**config.mk**
```make
export PLATFORM = sky130hd
export DESIGN_NAME = fifo_rd_packer
export DESIGN_NICKNAME = d
export VERILOG_FILES = /design/src/rtl/fifo_rd_packer_pkg.sv /design/src/rtl/fifo_rd_packer.sv
export SDC_FILE = /design/constraint.sdc
export NUM_CORES = 1
export LEC_CHECK = 0
export ABC_AREA = 1
export CAP_MARGIN = 0
export CELL_PAD_IN_SITES_DETAIL_PLACEMENT = 1
export CELL_PAD_IN_SITES_GLOBAL_PLACEMENT = 1
export CORE_MARGIN = 4
export CORE_UTILIZATION = 25
export CTS_CLUSTER_DIAMETER = 50
export CTS_CLUSTER_SIZE = 28
export DETAILED_ROUTE_END_ITERATION = 12
export GPL_TIMING_DRIVEN = 0
export PLACE_DENSITY_LB_ADDON = 0.1
export SKIP_LAST_GASP = 1
export SYNTH_ARGS = -nofsm -noshare
export SYNTH_HDL_FRONTEND = slang
export SYNTH_SLANG_ARGS = --single-unit
```
**constraint.sdc**
```tcl
create_clock -name rclk -period 1.6 [get_ports rclk]
set_clock_uncertainty 0.1 [all_clocks]
set_input_delay 0.24 -clock rclk [delete_from_list [all_inputs] [get_ports rclk]]
set_output_delay 0.24 -clock rclk [all_outputs]
set_load 0.02 [all_outputs]
```
**src/rtl/fifo_rd_packer_pkg.sv**
```systemverilog
// Shared types and defaults for the async-FIFO read-side packer.
package fifo_rd_packer_pkg;

   typedef enum logic {
      StFill = 1'b0,
      StOut  = 1'b1
   } state_e;

   localparam int unsigned DefDsize = 8;
   localparam int unsigned DefAsize = 4;
   localparam int unsigned DefPack  = 4;
   localparam int unsigned DefCntw  = 16;

   // Lane index width; never narrower than one bit.
   function automatic int unsigned lane_w(int unsigned pack);
      return (pack > 2) ? $clog2(pack) : 1;
   endfunction

endpackage

```
**src/rtl/fifo_rd_packer.sv**
```systemverilog
// Pops FIFO entries into lane-packed words and streams them out; flush emits a
// trailing partial word tagged with keep/last.
module fifo_rd_packer
   import fifo_rd_packer_pkg::*;
#(
   parameter int unsigned DSIZE = DefDsize,
   parameter int unsigned PACK  = DefPack,
   parameter int unsigned CNTW  = DefCntw
) (
   input  logic                    rclk,
   input  logic                    rrst_n,
   input  logic                    rempty,
   input  logic [DSIZE-1:0]        rdata,
   output logic                    rinc,
   input  logic                    flush,
   output logic                    m_valid,
   input  logic                    m_ready,
   output logic [DSIZE*PACK-1:0]   m_data,
   output logic [PACK-1:0]         m_keep,
   output logic                    m_last,
   output logic                    flush_done,
   output logic [CNTW-1:0]         word_cnt
);

   localparam int unsigned     LANEW    = lane_w(PACK);
   localparam logic [LANEW-1:0] LastLane = LANEW'(PACK - 1);

   state_e           state;
   logic [LANEW-1:0] lane;
   logic             flush_pend;

   // Never pop while a word is held, so backpressure stalls the FIFO.
   assign rinc = rrst_n & (state == StFill) & ~rempty;

   always_ff @(posedge rclk) begin
      if (!rrst_n) begin
         state      <= StFill;
         lane       <= '0;
         flush_pend <= 1'b0;
         m_valid    <= 1'b0;
         m_data     <= '0;
         m_keep     <= '0;
         m_last     <= 1'b0;
         flush_done <= 1'b0;
         word_cnt   <= '0;
      end else begin
         flush_done <= 1'b0;
         if (flush) flush_pend <= 1'b1;
         unique case (state)
            StFill: begin
               if (rinc) begin
                  for (int i = 0; i < PACK; i++) begin
                     if (lane == LANEW'(i)) begin
                        m_data[i*DSIZE +: DSIZE] <= rdata;
                        m_keep[i]                <= 1'b1;
                     end
                  end
                  if (lane == LastLane) begin
                     lane    <= '0;
                     m_valid <= 1'b1;
                     m_keep  <= '1;
                     m_last  <= 1'b0;
                     state   <= StOut;
                  end else begin
                     lane <= lane + 1'b1;
                  end
               end else if (flush_pend && lane != '0) begin
                  // Drained with a partial word: unfilled lanes are already zero.
                  lane    <= '0;
                  m_valid <= 1'b1;
                  m_last  <= 1'b1;
                  state   <= StOut;
               end else if (flush_pend) begin
                  flush_pend <= 1'b0;
                  flush_done <= 1'b1;
               end
            end
            StOut: begin
               if (m_ready) begin
                  m_valid  <= 1'b0;
                  m_data   <= '0;
                  m_keep   <= '0;
                  m_last   <= 1'b0;
                  word_cnt <= word_cnt + 1'b1;
                  state    <= StFill;
                  if (m_last) begin
                     flush_pend <= 1'b0;
                     flush_done <= 1'b1;
                  end
               end
            end
            default: state <= StFill;
         endcase
      end
   end

endmodule

```
==> run_results.csv, run 1 <==
group,metric,value,unit
status,status,"finished clean",
clock_network,cts_buffers,9,
finish,syn2layout_area_growth,43.35,%
global_route,grt_pass1_vias,2584,
setup_path,critPathSlowestCell,"clkdlybuf4s50_1",
finish,drive_above_1_share,0.1124,
sta,drv_slew,0,
floorplan,fp.dieW,109.0,um
global_route,antenna_found_initial,0,
clock_network,clk_pin_slew,0.07,ns
setup_path,cp-end-kind,"primary output",
clock_network,cts-root-buf,"clkbuf_8",
setup_path,crit_start,"rempty",
routing,num_vias,2560,
setup_path,critPathLaunchType,"input pin",
synth,syn_avg_cell_area,7.099,um^2
global_route,grt_max_degree,11,
pwr,power.internal,2.740,mW
place,post-place-cells,560,
pwr,swShare,0.2491,
synth,yosysTopAreaCell,"dfxtp_1",
routing,wl_per_cell,14.37,um
worst_hold_path,hp-start,"m_ready",
synth,synthCells,359,
floorplan,io_pins,69,
routing,ant_nets,0,
routing,post-route-drc-count,0,
pwr,cellPowerDensity,998.7,nW/um^2
floorplan,dieHeight,109.0,um
place,dpl.hpwl,6277,um
place,routabilityCongestion,0.7704,
setup_path,arrival,1.22,ns
synth,synth.top_cell.area_share,0.4634,
synth,netlist_area,2549,um^2
finish,layout_common_cells,"nand2_1 (85), dfxtp_1 (56), dlygate4sd2_1 (55)",
clock_network,clockBufferDepth,2,
synth,ys_types,26,
synth,yosysWarnings,0,
setup_path,max_stage_delay,0.45,ns
routing,drt-initial-drc-count,56,
pwr,seqPwrFrac,0.425,
sta,clock.fmax,642.4,MHz
worst_hold_path,min_path_type,"input pin to flop",
pwr,combPwrFrac,0.116,
routing,routed_wl,8305,um
clock_network,htreeDepth,3,
sta,post-route-min-period,1.557,ns
sta,hold_violations,0,
setup_path,crit_type,"input pin to primary output",
place,dpl_cell_area,3396,um^2
sta,relSlewSlack,0.6438,
sta,setup_violations,0,
clock_network,cts_tree,"built",
finish,final_common_cell,"nand2_1",
finish,final_cell_count_no_fill,578,
synth,synth.area.top_cells,"dfxtp_1 (46%), nand2_1 (13%), nor2_1 (8.1%)",
sta,hold_ws,0.2393,ns
pwr,p_leak,1.714,nW
finish,design_area,3654,um^2
pwr,p_clk_frac,0.460,
global_route,grt_pass1_wl,13520,um
sta,period_share,0.9729,
pwr,ir_worst_vdd,0.4448,mV
finish,multi_input_area,1195,um^2
floorplan,num_rows,36,
sta,rsz0062_at_grt,"true",
setup_path,rr_startpoint,"lane[0]$_SDFFE_PN0P_",
synth,syn_nets,377,
clock_network,cts_hold_buffers,0,
finish,fin_util,0.3704,
global_route,track_usage,0.1481,
finish,seq_area,1187,um^2
setup_path,crit_chain,"clkdlybuf4s50_1 > nand3b_4 > inv_4 > buf_4",
clock_network,cts.sinks,59,
global_route,overflow,0,
sta,max_slew.worst_pin.slew,0.5343,ns
routing,dr.pass1.iters,4,
pwr,power_switching,908.8,uW
floorplan,die-area,11870,um^2
setup_path,worstPathMaxFanout,7,
place,io_buffer_count,68,
floorplan,core_area,9864,um^2
setup_path,worstPathRequired,1.26,ns
finish,diodes,0,
clock_network,clk_latency,0.34,ns
finish,n_fill_cell,1225,
routing,routed_via_density,4.429,
job,maxCapViolCount,0,
synth,synth-seq-area-share,0.4634,
finish,num-nets-final,458,
pwr,finalPower,3.649,mW
floorplan,initial_core_util,0.2584,
synth,ys_seq_elements,59,
==> per-layer routing <==
layer  track usage  wire, um
met5             0         0
met4       0.04869        73
met3       0.04144       401
met2        0.2298      3840
met1        0.1980      3989
==> worst max-delay path: cells and delay by family <==
kind | cells | cell delay [ns]
simple gates | 1 | 0.26
buf+inv | 3 | 0.71
==> kinds of logic (layout without fill, tap and decap cells) <==
group | after synthesis | after routing | synth area share
simple gates | 176 | 176 | 0.2931
compound gates | 63 | 63 | 0.1286
flops | 59 | 59 | 0.4634
buf+inv | 55 | 141 | 0.08689
fa+ha+maj | 5 | 5 | 0.02455
xor+xnor | 1 | 1 | 0.003437
==> synthesized netlist by cell type, drive strengths merged <==
cell / count
nand2: 89
buf: 9
dfxtp: 59
inv: 42
o21ai: 23
nor2: 58
clkbuf: 3
ha: 5
o21bai: 1
o211ai: 1
clkinv: 1
nand3b: 2
nor3: 1
xor2: 1
a21oi: 38
nand3: 14
nand4: 12
==> state kept, by name, indices dropped and copies added, names as in the netlist <==
signal and flops:
m_valid 1, m_keep 4, m_data 32, m_last 1, word_cnt 16, flush_pend 1, lane 2, state 1
flush_done 1
==> final cells by class <==
type / instances / share of cell area
Clock inverter: 5 / 0.02740
Timing Repair Buffer: 71 / 0.1743
Sequential cell: 59 / 0.3250
Tap cell: 133 / 0.04555
Clock buffer: 11 / 0.03870
Multi-Input combinational cell: 245 / 0.3271
Buffer: 11 / 0.01644
Inverter: 43 / 0.04555
==> worst paths after layout <==
kind	cells after the start	slack [ns]	to
max	4	0.04	rinc
min reg2reg	2	0.36	m_data[25]$_SDFFE_PN0P_
max reg2reg	9	0.09	state$_SDFF_PN0_
min	4	0.24	state$_SDFF_PN0_
==> per-stage QoR <==
stage | setup slack, ns | TNS, ns
3_3_place_gp | -0.5029 | -16.90
6_report | 0.04342 | 0
2_1_floorplan | 0.05686 | 0
5_1_grt | -0.03599 | -0.1401
3_5_place_dp | -0.4979 | -17.49
4_1_cts | -0.1529 | -0.6318
==> power groups by stage <==
stage / clock network [mW] / logic, mW / registers, mW
2_1_floorplan: 0 / 0.175 / 1.63
3_3_place_gp: 0 / 0.415 / 1.58
3_5_place_dp: 0 / 0.420 / 1.58
4_1_cts: 1.73 / 0.404 / 1.55
5_1_grt: 1.81 / 0.465 / 1.56
6_report: 1.68 / 0.423 / 1.55
==> what timing repair did <==
| action | in CTS | in global routing |
|---|---|---|
| gates cloned | 0 | 0 |
| endpoints found under the setup margin | 87 | 47 |
| pin swaps | 1 | 2 |
| hold endpoints to repair | 0 | 0 |
| gates resized for setup | 68 | 22 |
| setup buffers | 0 | 3 |
(Power assumes the default switching activity.)
==> run 2: changes to the inputs <==
--- a/config.mk
+++ b/config.mk
@@ -6,7 +6,7 @@
 export NUM_CORES = 1
 export LEC_CHECK = 0
 export ABC_AREA = 1
-export CAP_MARGIN = 0
+export CAP_MARGIN = 10
 export CELL_PAD_IN_SITES_DETAIL_PLACEMENT = 1
 export CELL_PAD_IN_SITES_GLOBAL_PLACEMENT = 1
 export CORE_MARGIN = 4
@@ -17,6 +17,7 @@
 export GPL_TIMING_DRIVEN = 0
 export PLACE_DENSITY_LB_ADDON = 0.1
 export SKIP_LAST_GASP = 1
+export SLEW_MARGIN = 20
 export SYNTH_ARGS = -nofsm -noshare
 export SYNTH_HDL_FRONTEND = slang
 export SYNTH_SLANG_ARGS = --single-unit
==> results of run 2 <==
The final DEF is identical to that of run 1; final timing and power are the same.
==> run 3: changes to the inputs <==
==> constraint.sdc (replaced) <==
create_clock -name rclk -period 1.7 [get_ports rclk]
set_clock_uncertainty 0.1 [all_clocks]
set_input_delay 0.255 -clock rclk [delete_from_list [all_inputs] [get_ports rclk]]
set_output_delay 0.255 -clock rclk [all_outputs]
set_load 0.02 [all_outputs]
==> run 3 against run 2 <==
  * Critical path depth is 3 lower
  * Register-to-register slack hardly changed
  * Die area stayed put
  * Combinational power is 4% lower
  * Cell count stayed put
  * Utilization is 0.42 points higher
  * Worst hold slack better by 0.11 ns
  * Count of clock-buffer cells in the layout stayed put
  * Global-route usage hardly changed
  * Sequential cell count stayed put
  * First-iteration DRC count stayed put
==> run_results.csv, run 3 (synthesis results as in run 1) <==
group,metric,value,unit
setup_path,worstPathRequired,1.34,ns
finish,layout_common_cells,"nand2_1 (86), dfxtp_1 (57), nor2_1 (53)",
place,io_buffer_count,68,
routing,wl_per_cell,14.28,um
sta,relSlewSlack,0.6206,
status,status,"finished clean",
clock_network,clk_latency,0.34,ns
clock_network,cts_tree,"built",
finish,num-nets-final,458,
global_route,grt_pass1_vias,2592,
worst_hold_path,min_path_type,"input pin to flop",
setup_path,crit_type,"flop to primary output",
floorplan,die-area,11870,um^2
floorplan,io_pins,69,
global_route,track_usage,0.1484,
setup_path,arrival,1.30,ns
pwr,swShare,0.2478,
setup_path,worst-r2r-cell-count,7,
place,dpl.hpwl,6277,um
setup_path,cp-end-kind,"primary output",
setup_path,critPathSlowestCell,"clkdlybuf4s50_1",
setup_path,rrSetupSlack,0.09,ns
routing,routed_via_density,4.436,
finish,top_register,"m_data",
setup_path,crit_chain,"clkdlybuf4s50_1",
setup_path,worstPathMaxFanout,2,
floorplan,dieHeight,109.0,um
worst_hold_path,worst_hold_path.endpoint,"lane[0]$_SDFFE_PN0P_",
global_route,grt_max_degree,11,
finish,fin_util,0.3746,
clock_network,htreeDepth,3,
routing,dr.pass1.iters,4,
finish,drive_above_1_share,0.09663,
floorplan,num_rows,36,
finish,largest_reg_flops,32,
global_route,grt_pass1_wl,13540,um
pwr,combPwrFrac,0.118,
finish,syn2layout_area_growth,44.97,%
pwr,ir_worst_vdd,0.4159,mV
finish,diodes,0,
setup_path,critPathTopFamily,"buffers and inverters",
pwr,p_clk_frac,0.458,
global_route,antenna_found_initial,0,
clock_network,cts.sinks,59,
sta,setup_violations,0,
clock_network,cts_buffers,9,
global_route,overflow,0,
setup_path,crit_buf_inv,1,
sta,clock.fmax,603.9,MHz
routing,ant_nets,0,
routing,num_vias,2564,
sta,post-route-min-period,1.656,ns
job,maxCapViolCount,0,
finish,reg_top3,"m_data (32), word_cnt (16), m_keep (4)",
floorplan,fp.dieW,109.0,um
place,routabilityCongestion,0.7704,
clock_network,clk_pin_slew,0.06,ns
pwr,power_switching,854.5,uW
setup_path,max_stage_delay,0.62,ns
setup_path,rr_startpoint,"state$_SDFF_PN0_",
finish,final_common_cell,"nand2_1",
routing,post-route-drc-count,0,
setup_path,r2r_end,"m_data[19]$_SDFFE_PN0P_",
sta,max_slew.worst_pin.slew,0.5691,ns
worst_hold_path,hp-start,"rrst_n",
sta,period_share,0.9740,
routing,drt-initial-drc-count,56,
setup_path,critPathLaunchType,"flop",
sta,setup_tns,0,ns
clock_network,cts-root-buf,"clkbuf_8",
clock_network,clockBufferDepth,2,
pwr,seqPwrFrac,0.423,
floorplan,initial_core_util,0.2584,
pwr,cellPowerDensity,933.2,nW/um^2
clock_network,cts_hold_buffers,0,
sta,rsz0062_at_grt,"true",
worst_hold_path,whs_path_depth,4,
pwr,power.internal,2.594,mW
floorplan,core_area,9864,um^2
sta,drv_slew,0,
pwr,p_leak,1.671,nW
routing,routed_wl,8253,um
sta,hold_violations,0,
-- run 3: cell count changes in the layout (fill, tap and decap cells not counted), sizes merged --
cell and delta:
dlymetal6s2s +7, inv -1, clkinv +1, clkdlybuf4s50 +30
dlygate4sd2 -37
-- run 3: power groups by stage --
stage	combinational, mW	sequential [mW]	clock, mW
finish	0.408	1.46	1.58
floorplan	0.165	1.53	0
detailed placement	0.396	1.49	0
global route	0.449	1.47	1.70
global placement	0.391	1.49	0
CTS	0.401	1.46	1.63
-- run 3: per-layer routing --
metal | part of all wire | track usage
met5 | 0 | 0
met4 | 0.010 | 0.04869
met3 | 0.049 | 0.04144
met2 | 0.46 | 0.2307
met1 | 0.49 | 0.1980
-- run 3: how the worst max path moves through the flow --
| stage | startpoint | to | slack, ns | depth (start not counted) |
|---|---|---|---|---|
| floorplan | lane[0]$_SDFFE_PN0P_ | m_data[0]$_SDFFE_PN0P_ | 0.16 | 7 |
| global placement | rrst_n | rinc | -0.43 | 4 |
| detailed placement | rrst_n | rinc | -0.43 | 4 |
| CTS | state$_SDFF_PN0_ | rinc | -0.07 | 4 |
| global route | lane[0]$_SDFFE_PN0P_ | state$_SDFF_PN0_ | -0.03 | 9 |
| finish | m_data[18]$_SDFFE_PN0P_ | m_data[18] | 0.04 | 1 |
-- run 3: final cells by class --
type,count,area (um^2)
Buffer,11,57.56
Clock buffer,11,141.4
Clock inverter,5,100.1
Fill cell,1220,6170
Inverter,43,165.2
Multi-Input combinational cell,245,1182
Sequential cell,59,1184
Tap cell,133,166.4
Timing Repair Buffer,71,698.2
-- run 3: timing repair --
item / CTS / global route
endpoints found under the setup margin: 39 / 40
resized for setup: 27 / 22
setup buffers: 0 / 3
endpoints found under the hold margin: 0 / 0
gates cloned: 0 / 0
pin swaps: 0 / 1
-- run 3: per-stage QoR --
stage | instance area, um^2 | hold WS (ns) | total power, mW | std cells | setup slack, ns
finish | 3695 | 0.3456 | 3.448 | 578 | 0.04419
global route | 3695 | 0.3523 | 3.618 | 578 | -0.03188
CTS | 3633 | 0.3637 | 3.487 | 576 | -0.06794
detailed placement | 3396 | 0.3528 | 1.885 | 560 | -0.4279
global placement | 3396 | 0.3483 | 1.881 | 560 | -0.4329
floorplan | 2549 | 0.3032 | 1.695 | 359 | 0.1569
